File: src/rtl/video_pkg.sv
// Shared definitions for the programmable raster timing controller.
// VIDEO_TIMING_POL_EN adds the SYNC_POL field (address 8).
package video_pkg;

  localparam int CW = 12;
  localparam int TW = CW + 2;

  localparam logic [3:0] ADDR_H_ACTIVE = 4'd0;
  localparam logic [3:0] ADDR_H_FP     = 4'd1;
  localparam logic [3:0] ADDR_H_SYNC   = 4'd2;
  localparam logic [3:0] ADDR_H_BP     = 4'd3;
  localparam logic [3:0] ADDR_V_ACTIVE = 4'd4;
  localparam logic [3:0] ADDR_V_FP     = 4'd5;
  localparam logic [3:0] ADDR_V_SYNC   = 4'd6;
  localparam logic [3:0] ADDR_V_BP     = 4'd7;
  localparam logic [3:0] ADDR_SYNC_POL = 4'd8;

  typedef enum logic [1:0] {
    ST_IDLE  = 2'd0,
    ST_RUN   = 2'd1,
    ST_DRAIN = 2'd2
  } state_e;

  typedef struct packed {
    logic [CW-1:0] h_active;
    logic [CW-1:0] h_fp;
    logic [CW-1:0] h_sync;
    logic [CW-1:0] h_bp;
    logic [CW-1:0] v_active;
    logic [CW-1:0] v_fp;
    logic [CW-1:0] v_sync;
    logic [CW-1:0] v_bp;
    logic [1:0]    sync_pol;
  } timing_t;

  localparam timing_t TIMING_DEFAULT = '{
    h_active: CW'(640),
    h_fp:     CW'(16),
    h_sync:   CW'(96),
    h_bp:     CW'(48),
    v_active: CW'(480),
    v_fp:     CW'(10),
    v_sync:   CW'(2),
    v_bp:     CW'(33),
    sync_pol: 2'b00
  };

  // A zero-length region would make the counters misbehave, so 0 is stored as 1.
  function automatic logic [CW-1:0] field_val(input logic [CW-1:0] d);
    return (d == '0) ? CW'(1) : d;
  endfunction

endpackage

File: src/rtl/video_timing_regs.sv
// Staging/shadow timing register sets with cfg handshake and frame-boundary commit.
// VIDEO_TIMING_POL_EN enables the SYNC_POL field.
module video_timing_regs
  import video_pkg::*;
(
  input  logic           i_clk,
  input  logic           i_rst_n,
  input  logic           i_cfg_valid,
  input  logic [3:0]     i_cfg_addr,
  input  logic [CW-1:0]  i_cfg_wdata,
  input  logic           i_cfg_commit,
  input  logic           i_idle,
  input  logic           i_start,
  input  logic           i_frame_end,
  output logic           o_cfg_ready,
  output logic           o_cfg_pending,
  output timing_t        o_shadow,
  output logic [TW-1:0]  o_h_tot,
  output logic [TW-1:0]  o_v_tot
);

  timing_t r_stage;
  timing_t r_shadow;
  logic    r_pending;
  logic    w_wr;
  logic    w_apply;

  assign w_wr    = i_cfg_valid & ~r_pending;
  // Shadow only moves when the counters are stopped or wrapping, so no frame is torn.
  assign w_apply = i_start | (i_idle & i_cfg_commit) |
                   (i_frame_end & (r_pending | i_cfg_commit));

  always_ff @(posedge i_clk or negedge i_rst_n) begin
    if (!i_rst_n) begin
      r_stage <= TIMING_DEFAULT;
    end else if (w_wr) begin
      case (i_cfg_addr)
        ADDR_H_ACTIVE: r_stage.h_active <= field_val(i_cfg_wdata);
        ADDR_H_FP:     r_stage.h_fp     <= field_val(i_cfg_wdata);
        ADDR_H_SYNC:   r_stage.h_sync   <= field_val(i_cfg_wdata);
        ADDR_H_BP:     r_stage.h_bp     <= field_val(i_cfg_wdata);
        ADDR_V_ACTIVE: r_stage.v_active <= field_val(i_cfg_wdata);
        ADDR_V_FP:     r_stage.v_fp     <= field_val(i_cfg_wdata);
        ADDR_V_SYNC:   r_stage.v_sync   <= field_val(i_cfg_wdata);
        ADDR_V_BP:     r_stage.v_bp     <= field_val(i_cfg_wdata);
`ifdef VIDEO_TIMING_POL_EN
        ADDR_SYNC_POL: r_stage.sync_pol <= i_cfg_wdata[1:0];
`endif
        default: ;
      endcase
    end
  end

  always_ff @(posedge i_clk or negedge i_rst_n) begin
    if (!i_rst_n) begin
      r_shadow  <= TIMING_DEFAULT;
      r_pending <= 1'b0;
    end else begin
      if (w_apply) begin
        r_shadow <= r_stage;
      end
      if (w_apply) begin
        r_pending <= 1'b0;
      end else if (i_cfg_commit && !i_idle) begin
        r_pending <= 1'b1;
      end
    end
  end

  assign o_cfg_ready   = ~r_pending;
  assign o_cfg_pending = r_pending;
  assign o_shadow      = r_shadow;
  assign o_h_tot = TW'(r_shadow.h_active) + TW'(r_shadow.h_fp) +
                   TW'(r_shadow.h_sync) + TW'(r_shadow.h_bp);
  assign o_v_tot = TW'(r_shadow.v_active) + TW'(r_shadow.v_fp) +
                   TW'(r_shadow.v_sync) + TW'(r_shadow.v_bp);

endmodule

File: src/rtl/video_timing_ctrl.sv
// Programmable raster timing controller: run/drain FSM, h/v counters, registered sync outputs.
// VIDEO_TIMING_POL_EN enables programmable sync polarity (handled in video_timing_regs).
module video_timing_ctrl
  import video_pkg::*;
(
  input  logic           i_clk,
  input  logic           i_rst_n,
  input  logic           i_enable,
  input  logic           i_cfg_valid,
  output logic           o_cfg_ready,
  input  logic [3:0]     i_cfg_addr,
  input  logic [CW-1:0]  i_cfg_wdata,
  input  logic           i_cfg_commit,
  output logic           o_cfg_pending,
  output logic           o_running,
  output logic           o_blank,
  output logic           o_hsync,
  output logic           o_vsync,
  output logic [CW-1:0]  o_x,
  output logic [CW-1:0]  o_y,
  output logic           o_frame_start
);

  state_e        r_state;
  state_e        w_state_next;
  logic [CW-1:0] r_hcnt;
  logic [CW-1:0] r_vcnt;
  timing_t       w_shadow;
  logic [TW-1:0] w_h_tot;
  logic [TW-1:0] w_v_tot;
  logic          w_active;
  logic          w_start;
  logic          w_line_end;
  logic          w_last_line;
  logic          w_frame_end;
  logic [TW-1:0] w_h_ext;
  logic [TW-1:0] w_v_ext;
  logic [TW-1:0] w_hs_beg;
  logic [TW-1:0] w_hs_end;
  logic [TW-1:0] w_vs_beg;
  logic [TW-1:0] w_vs_end;
  logic          w_blank;
  logic          w_hsync;
  logic          w_vsync;
  logic [CW-1:0] w_x;
  logic [CW-1:0] w_y;
  logic          w_frame_start;

  video_timing_regs u_regs (
    .i_clk         (i_clk),
    .i_rst_n       (i_rst_n),
    .i_cfg_valid   (i_cfg_valid),
    .i_cfg_addr    (i_cfg_addr),
    .i_cfg_wdata   (i_cfg_wdata),
    .i_cfg_commit  (i_cfg_commit),
    .i_idle        (~w_active),
    .i_start       (w_start),
    .i_frame_end   (w_frame_end),
    .o_cfg_ready   (o_cfg_ready),
    .o_cfg_pending (o_cfg_pending),
    .o_shadow      (w_shadow),
    .o_h_tot       (w_h_tot),
    .o_v_tot       (w_v_tot)
  );

  assign w_active    = (r_state != ST_IDLE);
  assign w_start     = (r_state == ST_IDLE) & i_enable;
  assign w_h_ext     = {2'b00, r_hcnt};
  assign w_v_ext     = {2'b00, r_vcnt};
  assign w_line_end  = (w_h_ext == w_h_tot - TW'(1));
  assign w_last_line = (w_v_ext == w_v_tot - TW'(1));
  assign w_frame_end = w_active & w_line_end & w_last_line;

  always_ff @(posedge i_clk or negedge i_rst_n) begin
    if (!i_rst_n) begin
      r_state <= ST_IDLE;
    end else begin
      r_state <= w_state_next;
    end
  end

  // Dropping enable always lets the current frame finish; a stop requested in RUN
  // that lands on the last pixel goes straight to IDLE.
  always_comb begin
    w_state_next = r_state;
    case (r_state)
      ST_IDLE:  if (i_enable) w_state_next = ST_RUN;
      ST_RUN,
      ST_DRAIN: begin
        if (w_frame_end) w_state_next = i_enable ? ST_RUN : ST_IDLE;
        else             w_state_next = i_enable ? ST_RUN : ST_DRAIN;
      end
      default:  w_state_next = ST_IDLE;
    endcase
  end

  always_ff @(posedge i_clk or negedge i_rst_n) begin
    if (!i_rst_n) begin
      r_hcnt <= '0;
      r_vcnt <= '0;
    end else if (!w_active) begin
      r_hcnt <= '0;
      r_vcnt <= '0;
    end else if (w_line_end) begin
      r_hcnt <= '0;
      r_vcnt <= w_last_line ? '0 : r_vcnt + CW'(1);
    end else begin
      r_hcnt <= r_hcnt + CW'(1);
    end
  end

  assign w_hs_beg = TW'(w_shadow.h_active) + TW'(w_shadow.h_fp);
  assign w_hs_end = w_hs_beg + TW'(w_shadow.h_sync);
  assign w_vs_beg = TW'(w_shadow.v_active) + TW'(w_shadow.v_fp);
  assign w_vs_end = w_vs_beg + TW'(w_shadow.v_sync);

  always_comb begin
    w_blank       = 1'b1;
    w_hsync       = w_shadow.sync_pol[0];
    w_vsync       = w_shadow.sync_pol[1];
    w_x           = '0;
    w_y           = '0;
    w_frame_start = 1'b0;
    if (w_active) begin
      w_blank       = (r_hcnt >= w_shadow.h_active) | (r_vcnt >= w_shadow.v_active);
      w_hsync       = ((w_h_ext >= w_hs_beg) & (w_h_ext < w_hs_end)) ^ w_shadow.sync_pol[0];
      w_vsync       = ((w_v_ext >= w_vs_beg) & (w_v_ext < w_vs_end)) ^ w_shadow.sync_pol[1];
      w_x           = r_hcnt;
      w_y           = r_vcnt;
      w_frame_start = (r_hcnt == '0) & (r_vcnt == '0);
    end
  end

  always_ff @(posedge i_clk or negedge i_rst_n) begin
    if (!i_rst_n) begin
      o_blank       <= 1'b1;
      o_hsync       <= 1'b0;
      o_vsync       <= 1'b0;
      o_x           <= '0;
      o_y           <= '0;
      o_frame_start <= 1'b0;
    end else begin
      o_blank       <= w_blank;
      o_hsync       <= w_hsync;
      o_vsync       <= w_vsync;
      o_x           <= w_x;
      o_y           <= w_y;
      o_frame_start <= w_frame_start;
    end
  end

  assign o_running = w_active;

endmodule

File: config.mk
export PLATFORM = sky130hd
export DESIGN_NAME = video_timing_ctrl
export DESIGN_NICKNAME = d
export VERILOG_FILES = /design/src/rtl/video_pkg.sv /design/src/rtl/video_timing_regs.sv /design/src/rtl/video_timing_ctrl.sv
export SDC_FILE = /design/constraint.sdc
export NUM_CORES = 1
export LEC_CHECK = 0
export ABC_CLOCK_PERIOD_IN_PS = 8800
export CORE_MARGIN = 5
export CORE_UTILIZATION = 64
export CTS_BUF_LIST = sky130_fd_sc_hd__clkbuf_4 sky130_fd_sc_hd__clkbuf_8
export DETAILED_ROUTE_END_ITERATION = 10
export PLACE_DENSITY_LB_ADDON = 0.3
export RECOVER_POWER = 50
export SYNTH_ARGS = -nofsm -noshare
export SYNTH_HDL_FRONTEND = slang
export SYNTH_SLANG_ARGS = --single-unit
File: constraint.sdc
create_clock -name i_clk -period 8.8 [get_ports i_clk]
set_input_delay 1.32 -clock i_clk [delete_from_list [all_inputs] [get_ports i_clk]]
set_output_delay 1.32 -clock i_clk [all_outputs]
set_load 0.01 [all_outputs]
==> run summary <==
Setup violations remaining at the end of the flow were counted as 0. Setup repair after global routing left no endpoint under its margin. The path depth of the worst reg2reg path came out at 26.

The number of global-route vias before repair came out at 10.6k. The actual transition at the worst max-transition pin is 5.07 ns. The run finished, with violations left. Summing all non-filler instances in the final layout gives an area of 16800 um2. The repair_antennas step left the layout with diodes totalling 0. The level count of the clock H-tree is 2. The proportion of synthesized chip area in sequential cells is 41.1%. The number of cells in the finished layout apart from fillers came out at 1814. The largest family of logic cells by synthesized area is adder cells. The largest area contributor in the netlist is sky130_fd_sc_hd__dfrtp_1. Clock latency on the worst-skew pair, taken at its later pin, is 0.55 ns. The core region area came out at 23400 um2. The post-detailed-placement half-perimeter wirelength came out at 23.4 mm. The number of flops mapped to enable cells by yosys came out at 0. The number of sinks handled by clock tree synthesis is 247. The maximum net fanout on the critical path is 95.

The fmax came out at 142 MHz. The net count after synthesis came out at 1601. The area of the mapped netlist came out at 15100 um2. In this run the count of I/O pins placed on the die edge is 52.

Synthesis handed over a netlist of 1402 instances. The startpoint type of the worst setup path is a flip-flop. The category of the worst setup path capture point is a flip-flop. The count of synthesis-stage warnings from yosys came out at 2.

The area fraction in compound gates after synthesis is 10.3%. The count of state elements after synthesis is 247. In this run the critical register-to-register path is launched from u_regs.o_shadow[27]. Data arrives at the worst endpoint at 7.46 ns. The number of cells upsized or downsized after cts came out at 0.

Once detail routing completed, the nets flagged for antenna violations numbered 0. The sum of overflow across all layers after global routing came out at 0. TritonCTS built the clock tree. In this run the worst hold path is classified as flip-flop to flip-flop.

The clock slew at the register clock pins of the worst setup and hold paths is 0.06 ns. Across all setup checks in the final design, the least slack found is 1.77 ns. Compared with the post-synthesis result, the final layout area differs by 10.9%.

The ratio of routed vias to standard cells came out at 5.86. The buffer depth of the longest clock path is 3. In this run, placement finished with an instance count of 1740. The count of input and output buffers is 51.

In the post-synthesis netlist, the biggest area contributors are sky130_fd_sc_hd__dfrtp_1 35%, sky130_fd_sc_hd__ha_1 14%, sky130_fd_sc_hd__mux2_2 11%, sky130_fd_sc_hd__dfstp_2 5.7%, sky130_fd_sc_hd__inv_1 3.8%. The number of placement rows came out at 56. The register-to-register setup slack is 1.77 ns. The synthesized netlist devotes 8.97% of its cell area to simple gates. In the final routed layout, each cell accounts on average for 17.9 um. The TritonCTS buffer count is 41. The fraction of layout cells with a size suffix above 1 came out at 18.0%.

At the end of routability-driven placement, the weighted congestion stood at 0.906. The hold violation count in the final report came out at 0. The setup TNS after final layout came out at 0 ns. The worst hold path terminates at u_regs.o_shadow[71].

The number of distinct library cells after synthesis is 67. The worst hold path begins at u_regs.r_stage[71]. The post-synthesis mux area share came out at 14.2%. The post-synthesis share of cell area spent on xor and xnor gates is 5.25%.

The category of the most critical setup path is flip-flop to flip-flop. The total count of max-transition violations in the final report is 286. The cell sitting at the root of the clock tree is a sky130_fd_sc_hd__clkbuf_8.

The net count of the finished layout is 1663. The hold path depth came out at 1. After synthesis, the share of flip-flops with an asynchronous set or reset is 100%. The worst slack at placement came out at 1.93 ns.

The detailed-route via count is 10.6k. The endpoint identified for the worst register-to-register timing path is u_regs.o_shadow[89]. The proportion of netlist area held by the largest area contributor is 35.4%. The number of search-and-repair iterations in the first detailed-routing pass is 5. The instance area at placement is 15900 um2. The y dimension of the die came out at 164 um. The starting DRC count in detailed routing is 723. The largest clock skew in the final design is 0.0176 ns. The worst slew slack as a fraction of its limit came out at -238%. The total routing usage reported by global routing came out at 24.8%. The average size of a mapped cell came out at 10.8 um2. The pin count of the biggest net entering global routing came out at 96. The number of antenna violations at the first check in global routing is 0. Among all flip-flop cells after synthesis, the most frequent one is sky130_fd_sc_hd__dfrtp_1.

For this design, the CTS-stage hold fixing added 0 buffers. The total die area is 26800 um2. After Yosys synthesis, full adders, half adders and majority gates account for 15.1% of the synthesized area. The total length of routed wires is 32.5 mm. Post-CTS timing repair inserted 0 buffers for setup. The final clock period utilization by the worst path is 79.8%. The reported max-cap violation count came out at 4. The number of remaining DRC errors came out at 0. By instance count, the leading cell after synthesis is sky130_fd_sc_hd__dfrtp_1.

The first global-routing pass estimated 53.1 mm of wire. The minimum period implied by the final worst setup slack is 7.03 ns. For the worst setup path, the data required time is 9.23 ns. The die is 164 um wide.

The final reports fail on max-capacitance violations, max-slew violations. The initial standard-cell utilization of the core is 64.6%. By count the netlist is led by 214 x sky130_fd_sc_hd__dfrtp_1, 172 x sky130_fd_sc_hd__ha_1, 155 x sky130_fd_sc_hd__inv_1.
==> area by class of cell <==
class / instances / area, um2
clock buffers: 69 / 837
clock inverters: 5 / 32.5
fillers: 1713 / 6630
inverters: 155 / 582
multi-input cells: 961 / 8140
flip-flops and latches: 247 / 6220
well taps: 319 / 399
repair buffers: 58 / 561
==> metrics by stage <==
step / hold slack (ns) / utilization [%]
after floorplan: 0.443 / -
after detailed placement: 0.464 / 68.0
final: 0.475 / 71.7
after global placement: 0.458 / 68.0
after global routing: 0.500 / 71.7
after CTS: 0.476 / 71.8
==> worst max-delay path, cell delays in order, from the launching register on <==
cell                       delay [ns]
sky130_fd_sc_hd__dfstp_2         0.58
sky130_fd_sc_hd__ha_1            0.25
sky130_fd_sc_hd__a21o_1          0.16
sky130_fd_sc_hd__a21oi_1         0.23
sky130_fd_sc_hd__o21bai_1        0.11
sky130_fd_sc_hd__a211o_1         0.32
sky130_fd_sc_hd__a31oi_1         0.22
sky130_fd_sc_hd__xnor2_1         0.19
sky130_fd_sc_hd__ha_1            0.32
sky130_fd_sc_hd__and2_1          0.19
sky130_fd_sc_hd__a211o_1         0.34
sky130_fd_sc_hd__a21o_1          0.19
sky130_fd_sc_hd__a21oi_1         0.19
sky130_fd_sc_hd__xor2_1          0.26
sky130_fd_sc_hd__ha_1            0.28
sky130_fd_sc_hd__inv_1           0.06
sky130_fd_sc_hd__ha_1            0.31
sky130_fd_sc_hd__xnor2_1         0.23
sky130_fd_sc_hd__a221oi_1        0.35
sky130_fd_sc_hd__nand3_1         0.12
sky130_fd_sc_hd__nor4_1          0.20
sky130_fd_sc_hd__nand4_1         0.16
sky130_fd_sc_hd__or4_4           0.58
sky130_fd_sc_hd__nor3_2          0.20
sky130_fd_sc_hd__o21ai_4         0.09
sky130_fd_sc_hd__buf_12          0.32
sky130_fd_sc_hd__mux2_1          0.39
==> flip-flops by register name, indices dropped and copies added, names as in the netlist <==
register	flops
o_blank	1
o_frame_start	1
o_hsync	1
o_vsync	1
o_x	12
o_y	12
r_hcnt	12
r_state	2
r_vcnt	12
u_regs.o_cfg_pending	1
u_regs.o_shadow	96
u_regs.r_stage	96
==> layout by cell type, fill, tap and decap left out, types with 6 or more instances in the layout <==
master	n
sky130_fd_sc_hd__a211oi_1	7
sky130_fd_sc_hd__a21boi_0	7
sky130_fd_sc_hd__a21o_1	45
sky130_fd_sc_hd__a21oi_1	60
sky130_fd_sc_hd__a31oi_1	6
sky130_fd_sc_hd__and3_1	17
sky130_fd_sc_hd__clkbuf_4	18
sky130_fd_sc_hd__clkbuf_8	51
sky130_fd_sc_hd__clkdlybuf4s50_1	50
sky130_fd_sc_hd__dfrtp_1	214
sky130_fd_sc_hd__dfstp_2	33
sky130_fd_sc_hd__fa_1	6
sky130_fd_sc_hd__ha_1	172
sky130_fd_sc_hd__inv_1	155
sky130_fd_sc_hd__mux2_1	40
sky130_fd_sc_hd__mux2_2	147
sky130_fd_sc_hd__nand2_1	48
sky130_fd_sc_hd__nand2b_1	20
sky130_fd_sc_hd__nand3_1	22
sky130_fd_sc_hd__nand4_1	6
sky130_fd_sc_hd__nor2_1	57
sky130_fd_sc_hd__nor2b_1	31
sky130_fd_sc_hd__nor3_1	18
sky130_fd_sc_hd__nor3b_1	6
sky130_fd_sc_hd__nor4_1	11
sky130_fd_sc_hd__o21a_1	11
sky130_fd_sc_hd__o21ai_0	58
sky130_fd_sc_hd__o22ai_1	6
sky130_fd_sc_hd__o31ai_1	6
sky130_fd_sc_hd__xnor2_1	55
sky130_fd_sc_hd__xor2_1	33
==> worst max path at each step <==
stage / from / to / slack, ns / cells after the start
final: u_regs.o_shadow[27] / u_regs.o_shadow[89] / 1.77 / 26
after global routing: i_rst_n / u_regs.o_shadow[97] / 1.12 / 2
after CTS: u_regs.o_shadow[27] / u_regs.o_shadow[64] / 1.90 / 26
after global placement: u_regs.o_shadow[27] / u_regs.o_shadow[91] / 2.10 / 26
after detailed placement: u_regs.o_shadow[27] / u_regs.o_shadow[89] / 1.93 / 26
after floorplan: u_regs.o_shadow[27] / u_regs.o_shadow[10] / 2.70 / 28
==> metal layers <==
metal / vias to the layer above / part of all wire (%) / global-route usage (%)
li1: 5039 / - / -
met1: 5184 / 47 / 35.3
met2: 310 / 44 / 38.5
met3: 89 / 5.4 / 4.17
met4: 0 / 3.6 / 9.30
met5: - / 0 / 0
==> cell families (layout without fill, tap and decap cells) <==
| kind of cell | Yosys count | count (layout) |
|---|---|---|
| fa+ha+maj | 179 | 179 |
| simple gates | 260 | 260 |
| mux | 191 | 191 |
| compound gates | 242 | 242 |
| xor+xnor | 89 | 89 |
| flops | 247 | 247 |
| buf+inv | 194 | 287 |
Power is left out: the tool's default activity adds up to more than one toggle a clock period on the data nets, which glitch-free logic cannot reach.
